<file path="config.mk">
export PLATFORM = sky130hd
export DESIGN_NAME = mem_port_arbiter
export DESIGN_NICKNAME = d
export VERILOG_FILES = /design/src/rtl/mem_port_arbiter.sv
export SDC_FILE = /design/constraint.sdc
export NUM_CORES = 1
export LEC_CHECK = 0
export CORE_MARGIN = 3
export CORE_UTILIZATION = 35
export CTS_BUF_LIST = sky130_fd_sc_hd__clkbuf_16
export CTS_CLUSTER_DIAMETER = 100
export CTS_CLUSTER_SIZE = 25
export DETAILED_ROUTE_END_ITERATION = 8
export GPL_ROUTABILITY_DRIVEN = 0
export HOLD_SLACK_MARGIN = 0.06
export PLACE_DENSITY = 0.82
export SYNTH_ARGS = -nofsm -noshare
export SYNTH_HDL_FRONTEND = slang
export SYNTH_SLANG_ARGS = --single-unit
</file>
<file path="constraint.sdc">
create_clock -name clk -period 3.1 [get_ports clk]
set_input_delay 0.93 -clock clk [delete_from_list [all_inputs] [get_ports clk]]
set_output_delay 0.93 -clock clk [all_outputs]
set_load 0.005 [all_outputs]
</file>
<file path="src/rtl/mem_port_arbiter.sv">
// Shares one memory port between instruction fetch (IF) and the MEM stage.
// MEM always wins a same-cycle tie. Only one bus transaction is outstanding at a time.
// A transaction that runs too long in ADDR+DATA is aborted and answered with zero data.
module mem_port_arbiter #(
  parameter int unsigned TIMEOUT_CYCLES = 255
) (
  input  logic        clk,
  input  logic        rst_n,
  // Fetch side
  input  logic        if_req_i,
  input  logic [31:0] if_addr_i,
  input  logic        if_kill_i,
  output logic        if_gnt_o,
  output logic        if_rvalid_o,
  output logic [31:0] if_rdata_o,
  // MEM stage side
  input  logic        mem_read_i,
  input  logic        mem_write_i,
  input  logic [31:0] mem_addr_i,
  input  logic [31:0] mem_wdata_i,
  input  logic [3:0]  mem_be_i,
  output logic        mem_rvalid_o,
  output logic [31:0] mem_rdata_o,
  output logic        stall_mem_o,
  // Shared bus
  output logic        bus_req_o,
  output logic        bus_we_o,
  output logic [31:0] bus_addr_o,
  output logic [31:0] bus_wdata_o,
  output logic [3:0]  bus_be_o,
  input  logic        bus_gnt_i,
  input  logic        bus_rvalid_i,
  input  logic [31:0] bus_rdata_i,
  output logic        bus_timeout_o
);

  typedef enum logic [1:0] {
    StIdle = 2'd0,
    StAddr = 2'd1,
    StData = 2'd2
  } state_e;

  // The counter is only 8 bits wide, so a larger limit can never be reached.
  localparam bit         TimeoutEn  = (TIMEOUT_CYCLES <= 32'd255);
  localparam logic [7:0] TimeoutCnt = TimeoutEn ? 8'(TIMEOUT_CYCLES) : 8'hFF;

  state_e      r_state;
  state_e      w_state_d;
  logic        r_owner_mem;   // 1: MEM owns the bus, 0: IF owns it
  logic        r_drop;
  logic [7:0]  r_cnt;
  logic        r_we;
  logic [31:0] r_addr;
  logic [31:0] r_wdata;
  logic [3:0]  r_be;

  logic        w_mem_req;
  logic        w_busy;
  logic        w_sel_mem;
  logic        w_sel_if;
  logic        w_done;
  logic        w_timeout;
  logic        w_finish;
  logic        w_drop;
  logic [31:0] w_rdata;

  // Request decode, completion and abort conditions.
  always_comb begin
    w_mem_req = mem_read_i | mem_write_i;
    w_busy    = (r_state != StIdle);
    w_sel_mem = (r_state == StIdle) & w_mem_req;
    w_sel_if  = (r_state == StIdle) & ~w_mem_req & if_req_i & ~if_kill_i;
    w_done    = (r_state == StData) & bus_rvalid_i;
    // A real response arriving in the limit cycle takes precedence over the abort.
    w_timeout = w_busy & TimeoutEn & (r_cnt >= TimeoutCnt) & ~w_done;
    w_finish  = w_done | w_timeout;
    // A kill in the completion cycle itself also suppresses the stale fetch data.
    w_drop    = r_drop | (~r_owner_mem & if_kill_i);
    w_rdata   = w_done ? bus_rdata_i : 32'h0;
  end

  // Next-state logic and all port outputs.
  always_comb begin
    w_state_d     = r_state;
    if_gnt_o      = 1'b0;
    if_rvalid_o   = 1'b0;
    if_rdata_o    = 32'h0;
    mem_rvalid_o  = 1'b0;
    mem_rdata_o   = 32'h0;
    bus_req_o     = 1'b0;
    bus_timeout_o = w_timeout;
    stall_mem_o   = w_mem_req & ~(r_owner_mem & w_finish);
    bus_we_o      = r_we;
    bus_addr_o    = r_addr;
    bus_wdata_o   = r_wdata;
    bus_be_o      = r_be;

    unique case (r_state)
      StIdle: begin
        if_gnt_o = w_sel_if;
        if (w_sel_mem || w_sel_if) begin
          w_state_d = StAddr;
        end
      end
      StAddr: begin
        bus_req_o = 1'b1;
        if (w_timeout) begin
          w_state_d = StIdle;
        end else if (bus_gnt_i) begin
          w_state_d = StData;
        end
      end
      StData: begin
        if (w_finish) begin
          w_state_d = StIdle;
        end
      end
      default: w_state_d = StIdle;
    endcase

    if (w_finish) begin
      if (r_owner_mem) begin
        mem_rvalid_o = 1'b1;
        mem_rdata_o  = w_rdata;
      end else if (!w_drop) begin
        if_rvalid_o = 1'b1;
        if_rdata_o  = w_rdata;
      end
    end
  end

  // State register.
  always_ff @(posedge clk or negedge rst_n) begin
    if (!rst_n) begin
      r_state <= StIdle;
    end else begin
      r_state <= w_state_d;
    end
  end

  // Latch the selected request; it stays on the bus pins until the next selection.
  always_ff @(posedge clk or negedge rst_n) begin
    if (!rst_n) begin
      r_owner_mem <= 1'b0;
      r_we        <= 1'b0;
      r_addr      <= 32'h0;
      r_wdata     <= 32'h0;
      r_be        <= 4'h0;
    end else if (w_sel_mem) begin
      r_owner_mem <= 1'b1;
      r_we        <= mem_write_i;
      r_addr      <= mem_addr_i;
      r_wdata     <= mem_wdata_i;
      r_be        <= mem_be_i;
    end else if (w_sel_if) begin
      r_owner_mem <= 1'b0;
      r_we        <= 1'b0;
      r_addr      <= if_addr_i;
      r_wdata     <= 32'h0;
      r_be        <= 4'hF;
    end
  end

  // Remember a redirect that hit an in-flight fetch until the bus transaction ends.
  always_ff @(posedge clk or negedge rst_n) begin
    if (!rst_n) begin
      r_drop <= 1'b0;
    end else if (w_state_d == StIdle) begin
      r_drop <= 1'b0;
    end else if (w_busy && !r_owner_mem && if_kill_i) begin
      r_drop <= 1'b1;
    end
  end

  // Cycles spent in ADDR+DATA, including the current one; saturates at 255.
  always_ff @(posedge clk or negedge rst_n) begin
    if (!rst_n) begin
      r_cnt <= 8'h0;
    end else if (w_state_d == StIdle) begin
      r_cnt <= 8'h0;
    end else if (!w_busy) begin
      r_cnt <= 8'h1;
    end else if (r_cnt != 8'hFF) begin
      r_cnt <= r_cnt + 8'h1;
    end
  end

endmodule

</file>
==> results_dict.tcl <==
set metrics [dict create \
    status "complete, no violations" \
    synth_area_um2 3847 \
    wirelength_um 15080 \
    cts_tree "yes" \
    dieArea_um2 12290 \
    yosys-top-cells-area "dfrtp_1, a22o_1, nand2_1, a31oi_1, and3_1" \
    dr.pass1.iters 4 \
    worst_path_largest_cell_delay_ns 0.53 \
    grt_overflow 0 \
    fp.dieW_um 110.8 \
    grt_pass1_vias 4495 \
    hpwl_um 11130 \
    clockBufferDepth 2 \
    fin_skew_ns 0.004684 \
    ys_types 40 \
    fin_hold_ws_ns 0.4785 \
    rows 37 \
    nFillCells 792 \
    cp.buffers_inverters 2 \
    placed_cell_area_um2 6885 \
    maxSlewViolCount 0 \
    irDropWorstVdd_uv 475.6 \
    cp_max_fo 2 \
    ant_nets 0 \
    syn_nets 545 \
    synth_flop_cell "dfrtp_1" \
    routedWlPerCell_um 18.04 \
    synth-seq-cells 81 \
    crit_top_cell "clkdlybuf4s50_1" \
    cp_cell_sequence "clkdlybuf4s50_1 -> and3_1 -> clkdlybuf4s50_1" \
    cp_top_family "buffers and inverters" \
    finalHoldViolCount 0 \
    hold_path.class "reg -> reg" \
    use_met2 0.4462 \
    io_buffers 278 \
    synth_top_area_cell "dfrtp_1" \
    antenna_found_initial 0 \
    arrival_ns 2.15 \
    grt_use_met3 0.06168 \
    drt_iter0_drc 266 \
    clock-sinks 81 \
    vias_per_cell 5.060 \
    synth-edff-count 0 \
    clkTransAtPathRegs_ns 0.06 \
    cts-root-buf "clkbuf_16" \
    fin_crit_ns 3.085 \
    dieHeight_um 110.8 \
    core-area_um2 10510 \
    worstSkewPairLatency_ns 0.33 \
    ys_async_sr_fraction 1.000 \
    p_leak_nw 3.347 \
    yosysMostFrequentCell "dfrtp_1" \
    grtUsageTotal 0.2432 \
    drc_errors 0 \
    grt_pass1_wl_um 23900 \
    fin_crit_sh 0.9950 \
    start_kind "primary input" \
    ys_top_cells_by_count "dfrtp_1, nand2_1, nor2_1" \
    crit_required_ns 2.17 \
    slew_headroom 0.3277 \
    vias 4230 \
    cts_made_buffers 9 \
    synth_cells 404 \
    design_area_um2 7331 \
    p_per_area_nw_per_um2 794.6 \
    io-pin-count 279 \
    area_delta_synth_final_pct 90.54 \
    final_nets 836 \
    max_freq_mhz 324.2 \
    setup_violations 0 \
    cts_max_level 3 \
    diodes 0 \
    setup.worst_path.class "in -> out" \
    drive_above_1_share 0.1014 \
    synth_top_area_frac 0.5268 \
    grt_start_max_net_pins 82 \
    postSynthAreaPerCell_um2 9.523 \
    use_met1 0.2548 \
    cap_viol_max_count 0 \
    grt_busiest_layer "met2" \
    rsz0062_at_grt "false" \
    crit_slowest_cell "clkdlybuf4s50_1" \
    yosys_warnings 0 \
    initial_core_util 0.3661 \
    yosysSeqAreaShare 0.5268 \
    cp-end-kind "output port" \
    worst_pin_slew_ns 1.008 \
]
==> metal layers <==
| layer | share of wire | wire (um) | up-vias |
|---|---|---|---|
| li1 | - | - | 2003 |
| met1 | 0.36 | 5482 | 1969 |
| met5 | 0 | 0 | - |
| met4 | 0.044 | 669 | 0 |
| met2 | 0.52 | 7852 | 218 |
| met3 | 0.072 | 1079 | 40 |
==> path summary, 6_finish.rpt <==
check                                 from              end  slack (ns)  cells past startpoint
max in group asynchronous            rst_n         r_cnt[5]        1.64                      1
max                        bus_rdata_i[10]  mem_rdata_o[10]        0.02                      3
max reg2reg                       r_cnt[1]         r_cnt[2]        1.11                      6
min in group asynchronous            rst_n  bus_wdata_o[10]        0.76                      1
min reg2reg                       bus_we_o         bus_we_o        0.48                      2
min                               bus_we_o         bus_we_o        0.48                      2
==> flip-flops by register name (all words and copies together) (netlist names) <==
name         flops
r_state          2
bus_addr_o      32
r_cnt            8
r_drop           1
bus_wdata_o     32
bus_be_o         4
r_owner_mem      1
bus_we_o         1
==> through the flow <==
stage	std cells	power, W	setup TNS (ns)	util	setup WS, ns
floorplan	404	0.003047	0	-	0.3233
global placement	811	0.004621	-25.40	0.6552	-0.4489
detailed placement	811	0.004718	-26.85	0.6552	-0.4973
CTS	837	0.005881	0	0.6965	0.001283
global route	836	0.006219	0	0.6976	0.0007265
finish	836	0.005825	0	0.6976	0.01548
==> tightest hold or removal path: stages (launching register included) <==
cell	delay [ns]
dfrtp_1	0.34
nand2_1	0.05
nand2_1	0.06
==> cell type report <==
class / instances / area [um2] / area share
Inverter: 2 / 7.507 / 0.001024
Clock inverter: 7 / 86.33 / 0.01178
Sequential cell: 81 / 2028 / 0.2767
Tap cell: 136 / 170.2 / 0.02321
Multi-Input combinational cell: 291 / 1750 / 0.2388
Clock buffer: 9 / 225.2 / 0.03072
Timing Repair Buffer: 310 / 3063 / 0.4178
==> what timing repair did <==
item / 4_1_cts / 5_1_grt
hold buffers: 0 / 0
resized for setup: 67 / 9
gates cloned: 3 / 0
buffers inserted: 7 / 0
pin swaps: 3 / 1
endpoints found under the hold margin: 0 / 0
setup endpoints to repair: 69 / 31
==> report_power, final <==
part / internal, W / switching [W]
Combinational: 0.00161 / 0.00127
Clock: 0.000698 / 0.000409
Sequential: 0.00155 / 0.000292
==> cells by family (layout without fill, tap and decap cells) <==
kind of cell               Yosys count  in the layout  synth area share
buffers and inverters               32            328           0.03577
AOI/OAI and AO/OA                   89             89            0.1746
and+or+nand+nor                    199            199            0.2550
adders and majority gates            1              1          0.003252
DFF                                 81             81            0.5268
xor gates and xnor gates             2              2          0.004554
==> placed cells by master, fill, tap and decap left out, drive strengths merged <==
cell / synthesis / layout
or2: 2 / 2
nand3: 6 / 6
and2: 32 / 32
xnor2: 1 / 1
nand2: 71 / 71
clkdlybuf4s15: 0 / 8
a21oi: 7 / 7
o31a: 1 / 1
and3: 34 / 34
nand4: 1 / 1
clkdlybuf4s50: 0 / 236
buf: 10 / 33
o31ai: 1 / 1
a211oi: 1 / 1
inv: 2 / 3
xor2: 1 / 1
nor2: 44 / 44
nor3b: 1 / 1
o41ai: 1 / 1
ha: 1 / 1
nor4: 2 / 2
dlymetal6s2s: 0 / 4
a31oi: 35 / 35
bufbuf: 0 / 1
a22o: 32 / 32
clkbuf: 20 / 10
o21ai: 3 / 3
a2111oi: 1 / 1
dfrtp: 81 / 81
dlygate4sd2: 0 / 27
clkinv: 0 / 4
nor2b: 2 / 2
o211ai: 2 / 2
or4: 3 / 3
bufinv: 0 / 2
or3: 1 / 1
o21a: 1 / 1
o22a: 4 / 4
(Power assumes the default switching activity.)
